## src/rtl/cpu_apb_bridge.sv

```systemverilog
// cpu_apb_bridge: request/ack CPU bus to APB3 master, one transfer at a time,
// with legality checks, access timeout and a saturating error counter.
module cpu_apb_bridge #(
  parameter int ADDR_W         = 16,
  parameter int TIMEOUT_CYCLES = 256,
  parameter int ERRCNT_W       = 8
) (
  input  logic                hclk,
  input  logic                rst,
  input  logic                cpu_cs,
  input  logic                cpu_read,
  input  logic                cpu_write,
  input  logic [31:0]         cpu_addr,
  input  logic [31:0]         cpu_wdat,
  output logic [31:0]         cpu_rdat,
  output logic                cpu_ack,
  output logic                cpu_err,
  output logic [ADDR_W-1:0]   paddr,
  output logic                psel,
  output logic                penable,
  output logic                pwrite,
  output logic [31:0]         pwdata,
  input  logic [31:0]         prdata,
  input  logic                pready,
  input  logic                pslverr,
  output logic [ERRCNT_W-1:0] err_count
);
  localparam logic [1:0] IDLE = 2'd0, SETUP = 2'd1, ACCESS = 2'd2, DONE = 2'd3;
  localparam int CNT_W = (TIMEOUT_CYCLES > 1) ? $clog2(TIMEOUT_CYCLES) : 1;
  localparam logic [CNT_W-1:0] CNT_LAST = CNT_W'((TIMEOUT_CYCLES == 0) ? 0 : TIMEOUT_CYCLES - 1);
  logic [1:0]          r_state;
  logic [CNT_W-1:0]    r_cnt;
  logic [31:0]         r_rdat;
  logic                r_ack, r_err, r_psel, r_penable, r_pwrite;
  logic [ADDR_W-1:0]   r_paddr;
  logic [31:0]         r_pwdata;
  logic [ERRCNT_W-1:0] r_errcnt;
  logic                w_illegal;
  logic                w_timeout;
  assign w_illegal = (cpu_read == cpu_write) || (|cpu_addr[31:ADDR_W]) || (|cpu_addr[1:0]);
  assign w_timeout = (TIMEOUT_CYCLES != 0) && (r_cnt == CNT_LAST);
  always_ff @(posedge hclk) begin
    if (rst) begin
      r_state   <= IDLE;
      r_cnt     <= '0;
      r_rdat    <= '0;
      r_ack     <= 1'b0;
      r_err     <= 1'b0;
      r_psel    <= 1'b0;
      r_penable <= 1'b0;
      r_pwrite  <= 1'b0;
      r_paddr   <= '0;
      r_pwdata  <= '0;
      r_errcnt  <= '0;
    end else begin
      r_ack <= 1'b0;
      r_err <= 1'b0;
      if (r_state == DONE && r_err && !(&r_errcnt)) r_errcnt <= r_errcnt + 1'b1;
      case (r_state)
        IDLE: if (cpu_cs) begin
          if (w_illegal) begin
            r_state <= DONE;
            r_ack   <= 1'b1;
            r_err   <= 1'b1;
          end else begin
            r_paddr  <= cpu_addr[ADDR_W-1:0];
            r_pwrite <= cpu_write;
            if (cpu_write) r_pwdata <= cpu_wdat;
            r_psel   <= 1'b1;
            r_state  <= SETUP;
          end
        end
        SETUP: begin
          r_penable <= 1'b1;
          r_cnt     <= '0;
          r_state   <= ACCESS;
        end
        ACCESS: if (pready || w_timeout) begin
          if (pready && !r_pwrite) r_rdat <= prdata;
          r_psel    <= 1'b0;
          r_penable <= 1'b0;
          r_ack     <= 1'b1;
          r_err     <= pready ? pslverr : 1'b1;
          r_state   <= DONE;
        end else begin
          r_cnt <= r_cnt + 1'b1;
        end
        default: r_state <= IDLE;
      endcase
    end
  end
  assign cpu_rdat  = r_rdat;
  assign cpu_ack   = r_ack;
  assign cpu_err   = r_err;
  assign paddr     = r_paddr;
  assign psel      = r_psel;
  assign penable   = r_penable;
  assign pwrite    = r_pwrite;
  assign pwdata    = r_pwdata;
  assign err_count = r_errcnt;
endmodule

```

## config.mk

```make
export PLATFORM = sky130hd
export DESIGN_NAME = cpu_apb_bridge
export DESIGN_NICKNAME = d
export VERILOG_FILES = /design/src/rtl/cpu_apb_bridge.sv
export SDC_FILE = /design/constraint.sdc
export NUM_CORES = 1
export LEC_CHECK = 0
export CORE_ASPECT_RATIO = 1.4
export CORE_MARGIN = 4
export CORE_UTILIZATION = 43
export DETAILED_ROUTE_END_ITERATION = 12
export PLACE_DENSITY = 0.85
export SETUP_SLACK_MARGIN = 0.3
export SYNTH_ARGS = -nofsm -noshare
export SYNTH_HDL_FRONTEND = slang
export SYNTH_SLANG_ARGS = --single-unit
```

## constraint.sdc

```tcl
create_clock -name hclk -period 5.1 [get_ports hclk]
set_input_delay 1.02 -clock hclk [delete_from_list [all_inputs] [get_ports hclk]]
set_output_delay 1.02 -clock hclk [all_outputs]
set_load 0.05 [all_outputs]
```

## Word level (Yosys, flattened, before mapping)

Index checks and enable logic that the tools add are counted.

- Memories: 0
- RAM bits: 0
- Bits of input ports: 103
- Latch bits: 0
- Memory bits (read-only): 0
- Register bits: 103

- Equal/unequal tests: 9
- Reduce and logical (&&, ||, !) cells: 21
- Shifts and indexed selects: 0
- Multipliers: 0
- Multiplexer cells: 18
- Div/mod/pow operators: 0
- Bitwise logic cells: 1
- $lt $le $gt $ge: 0
- Add/subtract/negate cells: 2

Operators with widths:

| operator | number |
|---|---|
| 8-bit by 1-bit adder with 8-bit output, second input constant | 2 |
| 8-bit one-hot mux with 2 select lines | 1 |
| 16-bit OR reduction | 1 |
| 8-bit == test, second input constant | 1 |
| 1-bit 2-to-1 mux | 8 |
| 8-bit 2-to-1 mux | 1 |
| 2-bit != test, second input constant | 4 |
| 1-bit one-hot mux with 2 select lines | 4 |
| 4-bit AND reduction | 2 |
| 8-bit AND reduction | 1 |
| 2-bit 2-to-1 mux | 3 |
| 2-bit one-hot mux with 3 select lines | 1 |
| 2-bit AND reduction | 3 |
| 3-bit AND reduction | 2 |
| 2-bit == test, second input constant | 2 |
| 2-bit nonzero test | 2 |
| 1-bit logical AND | 3 |
| 1-bit logical OR | 3 |
| 2-bit by 1-bit == test with 1-bit output, second input constant | 1 |
| 1-bit logical NOT | 2 |
| 2-bit logical NOT | 1 |
| 2-bit OR reduction | 1 |
| 1-bit == test | 1 |
| 1-bit inverter | 1 |

## Longest topological paths before layout

Gate-level depths: netlist of run 1.

- Word-level depth: 6
- Depth in mapped cells: 9

## Least setup slack after synthesis of run 1

No wires, ideal clock.

- Kind: input port to flip-flop
- From: input cpu_addr[29]
- To: register r_pwdata[1] (netlist: pwdata[1])
- Slack: 2.631 ns
- Path buffers: 1
- Required time: 4.972 ns
- Data arrival time: 2.341 ns
- Setup time: 0.128 ns
- Stages: 6
- Cell sequence: nor4_1 > nand4_1 > nor4_4 > buf_6 > mux2i_1 > nor2_1

- Longest elaborated chain between the ends: 5

RTL lines:

| what | RTL line | text |
|---|---|---|
| from (decl) | 13 | `input logic [31:0] cpu_addr,` |
| 16-bit OR reduction | 40 | `assign w_illegal = (cpu_read == cpu_write) \|\| (\|cpu_addr[31:ADDR_W]) \|\| (\|cpu_addr[1:0]);` |
| 1-bit logical OR (2 in a row) | 40 |  |
| 1-bit inverter (no source line) | n/a |  |
| 4-bit AND reduction (no source line) | n/a |  |
| to (signal assigned) | 68 | `if (cpu_write) r_pwdata <= cpu_wdat;` |
| to (decl) | 36 | `logic [31:0] r_pwdata;` |

No other way between the ends.
A chain may end at the register's enable or synchronous reset.

## Worst setup path in the final report of run 1

- From: input cpu_addr[29]
- To: register r_paddr[8] (netlist: paddr[8])

- Longest elaborated chain between the ends: 5

RTL lines:

| what | RTL line | text |
|---|---|---|
| 16-bit OR reduction | 40 |  |
| 1-bit logical OR (2 in a row) | 40 |  |
| 1-bit inverter (no source line) | n/a |  |
| 3-bit AND reduction (no source line) | n/a |  |
| to (signal assigned) | 66 | `r_paddr <= cpu_addr[ADDR_W-1:0];` |
| to (decl) | 35 | `logic [ADDR_W-1:0] r_paddr;` |

No other way between the ends.

==> results of run 1 <==
[worst reg2reg max path, delay by kind of cell, from the launching register on]
| family | cells | cell delay [ns] |
|---|---|---|
| AND/OR/NAND/NOR | 3 | 1.25 |
| flip-flops | 1 | 0.34 |
| adder cells (fa/ha/maj) | 1 | 0.34 |
| AO/OA/AOI/OAI | 1 | 0.18 |
| buffers and inverters | 1 | 0.11 |
[layout by cell type, fill, tap and decap left out, drive strengths merged, types with 3 or more instances in the layout]
cell type	netlist	layout
or3	3	3
inv	11	11
nor2	55	55
xnor2	10	10
nand4	5	5
a21oi	55	55
clkbuf	20	13
nand3	8	8
buf	5	4
clkdlybuf4s50	0	194
nand2	103	103
ha	7	7
nor3	8	8
o21ai	4	4
nor4	6	6
mux2i	33	33
dfxtp	103	103
[metrics by stage]
step | area, sq um | worst slack (ns)
floorplan | 3944 | 2.631
global placement | 5932 | 1.905
detailed placement | 5932 | 1.774
CTS | 6257 | 2.054
global route | 6257 | 1.796
finish | 6257 | 2.081
[per-layer routing]
metal / vias up / global-route usage / part of all wire
met5: - / 0 / 0
met4: 0 / 0.09218 / 0.021
met2: 130 / 0.4038 / 0.57
met1: 1772 / 0.2270 / 0.35
li1: 1864 / - / -
met3: 15 / 0.04959 / 0.059
[report_power, final]
part           internal (mW)  switching [mW]  leakage [nW]
Combinational          0.202           0.321          1.16
Clock                  0.456           0.283         0.160
Sequential             0.851          0.0295         0.832
Total                   1.51           0.633          2.15
[kinds of logic after synthesis]
group,after synthesis,synth area share
compound gates,70,0.09931
xor+xnor,12,0.02665
fa+ha+maj,7,0.02221
buf+inv,36,0.04029
flops,103,0.5228
mux,33,0.08376
simple gates,192,0.2050
[sequential cells by signal (all words and copies together), names as in the netlist, 2 cells and up]
name       cells
cpu_rdat      32
pwdata        32
paddr         16
err_count      8
r_cnt          8
r_state        2
[path summary, 6_finish.rpt]
check | endpoint | cells past startpoint
setup / recovery | paddr[8] | 6
hold / removal | paddr[4] | 2
setup reg to reg | cpu_rdat[3] | 6
hold reg to reg | paddr[4] | 2
[layout make-up]
class	count	area [sq um]	share of cell area
Clock buffer	13	260.3	0.04159
Sequential cell	103	2062	0.3295
Timing Repair Buffer	198	1969	0.3147
Multi-Input combinational cell	314	1725	0.2757
Tap cell	107	133.9	0.02140
Inverter	11	41.29	0.006599
Clock inverter	3	65.06	0.01040
==> results.py, run 1 <==
metrics = {
    "clock_network": {
        "tritoncts_clock_tree": "built",
        "post_cts.resized_instances": 0,
        "cts-buffers-inserted": 9,
        "clk-insertion-delay-late_ns": 0.34,
        "cts_setup_buffers": 0,
        "cts_max_path_buffers": 2,
        "clk_transition_reported_paths_ns": 0.07,
        "htree_levels": 3,
        "clockRootBuffer": "sky130_fd_sc_hd__clkbuf_16",
        "cts_sinks": 103,
        "cts_hold_buf": 0,
    },
    "critical_path": {
        "crit_slowest_cell": "sky130_fd_sc_hd__nor3_2",
        "path_cells": "clkdlybuf4s50_1, nor4_1, nand4_1, nor3_2, nand2_1, a21oi_1",
        "cp_slowest_stage_delay_ns": 0.82,
        "startpoint_type": "input pin",
        "worstSetupStartpoint": "cpu_addr[29]",
        "required_ns": 5.35,
        "r2r_slack_ns": 2.80,
        "timing.critical_path.max_delay_family": "simple AND/OR/NAND/NOR gates",
        "worst_r2r_start": "r_state[0]",
        "timing_worst_setup_path_type": "in2reg",
        "worstPathMaxFanout": 17,
        "critical_path.endpoint_type": "flop",
        "timing.critical_path.arrival_ns": 3.27,
        "path_buf_inv": 1,
    },
    "placed_design": {
        "place_hpwl_microns": 8989,
        "placedCellCount": 733,
        "routabilityCongestion": 0.8093,
        "numPortBuffers": 195,
    },
    "synthesis": {
        "ys.flop_type": "sky130_fd_sc_hd__dfxtp_1",
        "synth_warnings": 0,
        "synth_area_per_cell_sq_um": 8.706,
        "synth_cell_types": 34,
        "leading_cell_types_by_count_after_synthesis": "103 x sky130_fd_sc_hd__dfxtp_1, 103 x sky130_fd_sc_hd__nand2_1, 55 x sky130_fd_sc_hd__a21oi_1, 55 x sky130_fd_sc_hd__nor2_1, 33 x sky130_fd_sc_hd__mux2i_1",
        "ys_seq_elements": 103,
        "netlist_instances": 453,
        "synth_nets": 563,
        "synth_top_area_cell": "sky130_fd_sc_hd__dfxtp_1",
        "synth_top_area_frac": 0.5228,
        "synth.yosys.seq_area_share": 0.5228,
        "synth-edff-count": 0,
        "synthTopCellsByArea": "sky130_fd_sc_hd__dfxtp_1 52%, sky130_fd_sc_hd__nand2_1 9.8%, sky130_fd_sc_hd__mux2i_1 8.4%, sky130_fd_sc_hd__a21oi_1 7.0%, sky130_fd_sc_hd__nor2_1 5.2%",
        "synth_area_sq_um": 3944,
        "async_flop_share": 0,
    },
    "floorplanning": {
        "ios": 196,
        "std_cell_rows": 41,
        "floorplan.die.height_microns": 121.3,
        "core_ar_sq_um": 8977,
        "die_width_microns": 88.94,
        "start_util": 0.4393,
        "die_area_sq_um": 10790,
    },
    "sta": {
        "final-max-slew-violation-count": 0,
        "timing.final.setup_violations": 0,
        "timing_worst_slew_pin_value_ns": 1.162,
        "final_min_period_ns": 3.019,
        "clock_skew_ns": 0.005704,
        "timing.setup.tns_ns": 0,
        "timing.final.hold_violations": 0,
        "rsz_0062_raised_after_global_routing": "false",
        "max_freq_mhz": 331.3,
        "post-route-period-util": 0.5919,
        "fin_hold_ws_ns": 0.4524,
        "timing.slew.headroom": 0.2243,
    },
    "pwr": {
        "worst_ir_drop_vdd_mv": 0.2412,
        "finalPower_mw": 2.143,
        "cellPowerDensity_nw_per_um2": 342.5,
        "static-leakage-power_nw": 2.151,
    },
    "outcome": {
        "run_status": "complete, no violations",
    },
    "route": {
        "finalWirelength_microns": 11850,
        "wl_per_cell_microns": 15.82,
        "via_count": 3781,
        "drt-initial-drc-count": 137,
        "drcViolationCount": 0,
        "post_drt_via_cell_ratio": 5.048,
        "drt_pre_antenna_iters": 4,
        "drt.antenna.violating_nets": 0,
    },
    "grt": {
        "global_route_wire_length_before_repair_microns": 18210,
        "vias_in_the_first_global_route": 3737,
        "grt_antenna_before_repair": 0,
        "gr-usage-all-layers": 0.2176,
        "grt_start_max_net_pins": 63,
        "overflow": 0,
    },
    "worst_hold_path": {
        "timing.hold.worst.start": "paddr[4]",
        "hold_path_class": "reg2reg",
    },
    "final_layout": {
        "finish.net_count": 747,
        "diodes": 0,
        "stdcell_count": 749,
        "fillerInstances": 686,
        "area_growth_pct": 58.66,
        "fraction_of_layout_cells_with_a_size_suffix_above_1": 0.03738,
        "postLayoutCoreUtil": 0.6970,
    },
    "job": {
        "count_of_maximum_capacitance_violations": 0,
    },
}
No activity file was read; power rests on OpenSTA's default activity.
==> inputs of run 2 (changes only) <==
--- a/config.mk
+++ b/config.mk
@@ -7,9 +7,9 @@
 export LEC_CHECK = 0
 export CORE_ASPECT_RATIO = 1.4
 export CORE_MARGIN = 4
-export CORE_UTILIZATION = 43
+export CORE_UTILIZATION = 36
 export DETAILED_ROUTE_END_ITERATION = 12
-export PLACE_DENSITY = 0.85
+export PLACE_DENSITY = 0.76
 export SETUP_SLACK_MARGIN = 0.3
 export SYNTH_ARGS = -nofsm -noshare
 export SYNTH_HDL_FRONTEND = slang
==> constraint.sdc (replaced) <==
create_clock -name hclk -period 2.5 [get_ports hclk]
set_input_delay 0.5 -clock hclk [delete_from_list [all_inputs] [get_ports hclk]]
set_output_delay 0.5 -clock hclk [all_outputs]
set_load 0.05 [all_outputs]
==> run 2 against run 1 <==
Net effect: first-iteration DRC count is 23% lower; highest routed layer unchanged; via count down 1.5%; worst hold slack is essentially flat; critical endpoint is now err_count[3]; critical path depth is 5 lower; clock power grew 75%; utilization shrank 11 points; sequential share of layout area shrank 0.41 points.
==> results.py, run 2 (synthesis gave the netlist of run 1 again) <==
metrics = {
    "outcome": {
        "run_status": "complete, no violations",
    },
    "worst_hold_path": {
        "hold_path_class": "reg2reg",
        "whs_endpoint": "paddr[15]",
        "timing.hold.worst.start": "paddr[15]",
        "hold_depth": 2,
    },
    "sta": {
        "timing.slew.headroom": 0.5322,
        "max_freq_mhz": 472.2,
        "timing.final.hold_violations": 0,
        "final-max-slew-violation-count": 0,
        "rsz_0062_raised_after_global_routing": "false",
        "clock_skew_ns": 0.01000,
        "final_min_period_ns": 2.118,
        "timing_worst_slew_pin_value_ns": 0.6986,
        "timing.final.setup_violations": 0,
        "post-route-period-util": 0.8472,
        "timing.setup.tns_ns": 0,
    },
    "clock_network": {
        "clockRootBuffer": "sky130_fd_sc_hd__clkbuf_16",
        "htree_levels": 3,
        "cts_hold_buf": 0,
        "tritoncts_clock_tree": "built",
        "cts_setup_buffers": 0,
        "cts_max_path_buffers": 2,
        "cts_sinks": 103,
        "cts-buffers-inserted": 9,
        "clk_transition_reported_paths_ns": 0.07,
        "clk-insertion-delay-late_ns": 0.34,
    },
    "grt": {
        "vias_in_the_first_global_route": 3765,
        "grt_antenna_before_repair": 0,
        "gr-usage-all-layers": 0.1716,
        "grt_start_max_net_pins": 36,
        "global_route_wire_length_before_repair_microns": 17430,
        "overflow": 0,
    },
    "critical_path": {
        "required_ns": 2.00,
        "crit_slowest_cell": "sky130_fd_sc_hd__clkdlybuf4s50_1",
        "path_cells": "clkdlybuf4s50_1",
        "worst_r2r_endpoint": "r_cnt[5]",
        "timing.critical_path.max_delay_family": "buffers and inverters",
        "cp_slowest_stage_delay_ns": 0.85,
        "critical_path.endpoint_type": "primary output",
        "startpoint_type": "flop",
        "worst_r2r_start": "r_state[0]",
        "timing_worst_setup_path_type": "reg2out",
        "path_buf_inv": 1,
        "r2r_slack_ns": 0.58,
        "timing.critical_path.arrival_ns": 1.62,
        "worstPathMaxFanout": 7,
        "timing.reg2reg.worst_path_depth": 7,
    },
    "floorplanning": {
        "start_util": 0.3648,
        "ios": 196,
        "die_width_microns": 96.46,
        "std_cell_rows": 45,
        "die_area_sq_um": 12720,
        "core_ar_sq_um": 10810,
        "floorplan.die.height_microns": 131.8,
    },
    "final_layout": {
        "finish.net_count": 753,
        "area_growth_pct": 60.66,
        "fillerInstances": 1002,
        "fraction_of_layout_cells_with_a_size_suffix_above_1": 0.04938,
        "most_common_library_cell_in_the_layout_ignoring_fill_and_taps": "sky130_fd_sc_hd__clkdlybuf4s50_1",
        "layout.cells.most_common_list": "194 x sky130_fd_sc_hd__clkdlybuf4s50_1, 103 x sky130_fd_sc_hd__nand2_1, 103 x sky130_fd_sc_hd__dfxtp_1, 55 x sky130_fd_sc_hd__a21oi_1, 54 x sky130_fd_sc_hd__nor2_1",
        "footprint_of_the_multi_input_gates_sq_um": 1732,
        "seq_area_sq_um": 2062,
        "diodes": 0,
    },
    "job": {
        "count_of_maximum_capacitance_violations": 0,
    },
    "route": {
        "via_count": 3726,
        "post_drt_via_cell_ratio": 4.722,
        "drt.antenna.violating_nets": 0,
        "drt-initial-drc-count": 106,
        "finalWirelength_microns": 11240,
        "drt_pre_antenna_iters": 4,
        "wl_per_cell_microns": 14.24,
        "drcViolationCount": 0,
    },
    "placed_design": {
        "place_hpwl_microns": 8469,
        "numPortBuffers": 195,
        "routabilityCongestion": 0.7927,
    },
    "pwr": {
        "finalPower_mw": 4.154,
        "cellPowerDensity_nw_per_um2": 655.6,
        "worst_ir_drop_vdd_mv": 0.3155,
        "static-leakage-power_nw": 2.165,
    },
}
[run 2: cell count changes in the layout (fill, tap and decap cells not counted), sizes merged]
| cell | change |
|---|---|
| buf | +6 |
| inv | +2 |
| clkbuf | -3 |
| clkinvlp | +1 |
| bufinv | -2 |
| clkinv | +2 |
[run 2: power breakdown]
part           total (mW)  switching, mW  internal [mW]
clock network        1.29          0.611          0.681
logic                1.07          0.646          0.420
registers            1.80         0.0608           1.74
total                4.15           1.32           2.84
[run 2: what timing repair did]
action,4_1_cts,5_1_grt
resized for setup,0,1
setup endpoints to repair,0,34
hold endpoints to repair,0,0
[run 2: routing by layer]
metal	track usage	share of wire
met1	0.1786	0.37
met5	0	0
met3	0.05140	0.094
met2	0.3126	0.51
met4	0.06630	0.019
[run 2: through the flow]
stage,std cells,setup slack (ns),instance area (sq um),hold WS (ns),utilization
final,789,0.3821,6336,0.4527,0.5861
after detailed placement,773,0.005613,6057,0.4428,0.5603
after global placement,773,0.1116,6057,0.4391,0.5603
after floorplan,453,0.5510,3944,0.4492,-
after CTS,789,0.3641,6330,0.4531,0.5855
after global routing,789,0.3112,6336,0.4664,0.5861
[run 2: how the worst max path moves through the flow]
stage | from | end | slack, ns | cells after the start
4_1_cts | err_count[3] | err_count[3] | 0.36 | 1
6_report | err_count[3] | err_count[3] | 0.38 | 1
3_5_place_dp | cpu_addr[28] | pwdata[23] | 0.006 | 7
5_1_grt | cpu_addr[29] | pwdata[23] | 0.31 | 7
2_1_floorplan | cpu_addr[29] | pwdata[1] | 0.55 | 6
3_3_place_gp | cpu_addr[28] | pwdata[22] | 0.11 | 7
[run 2: final cells by class]
class | count | area share
clock buffer | 10 | 0.03614
multi-input combinational | 314 | 0.2733
sequential | 103 | 0.3254
tap | 141 | 0.02784
inverter | 11 | 0.006517
timing repair buffer | 204 | 0.3239
clock inverter | 6 | 0.006912
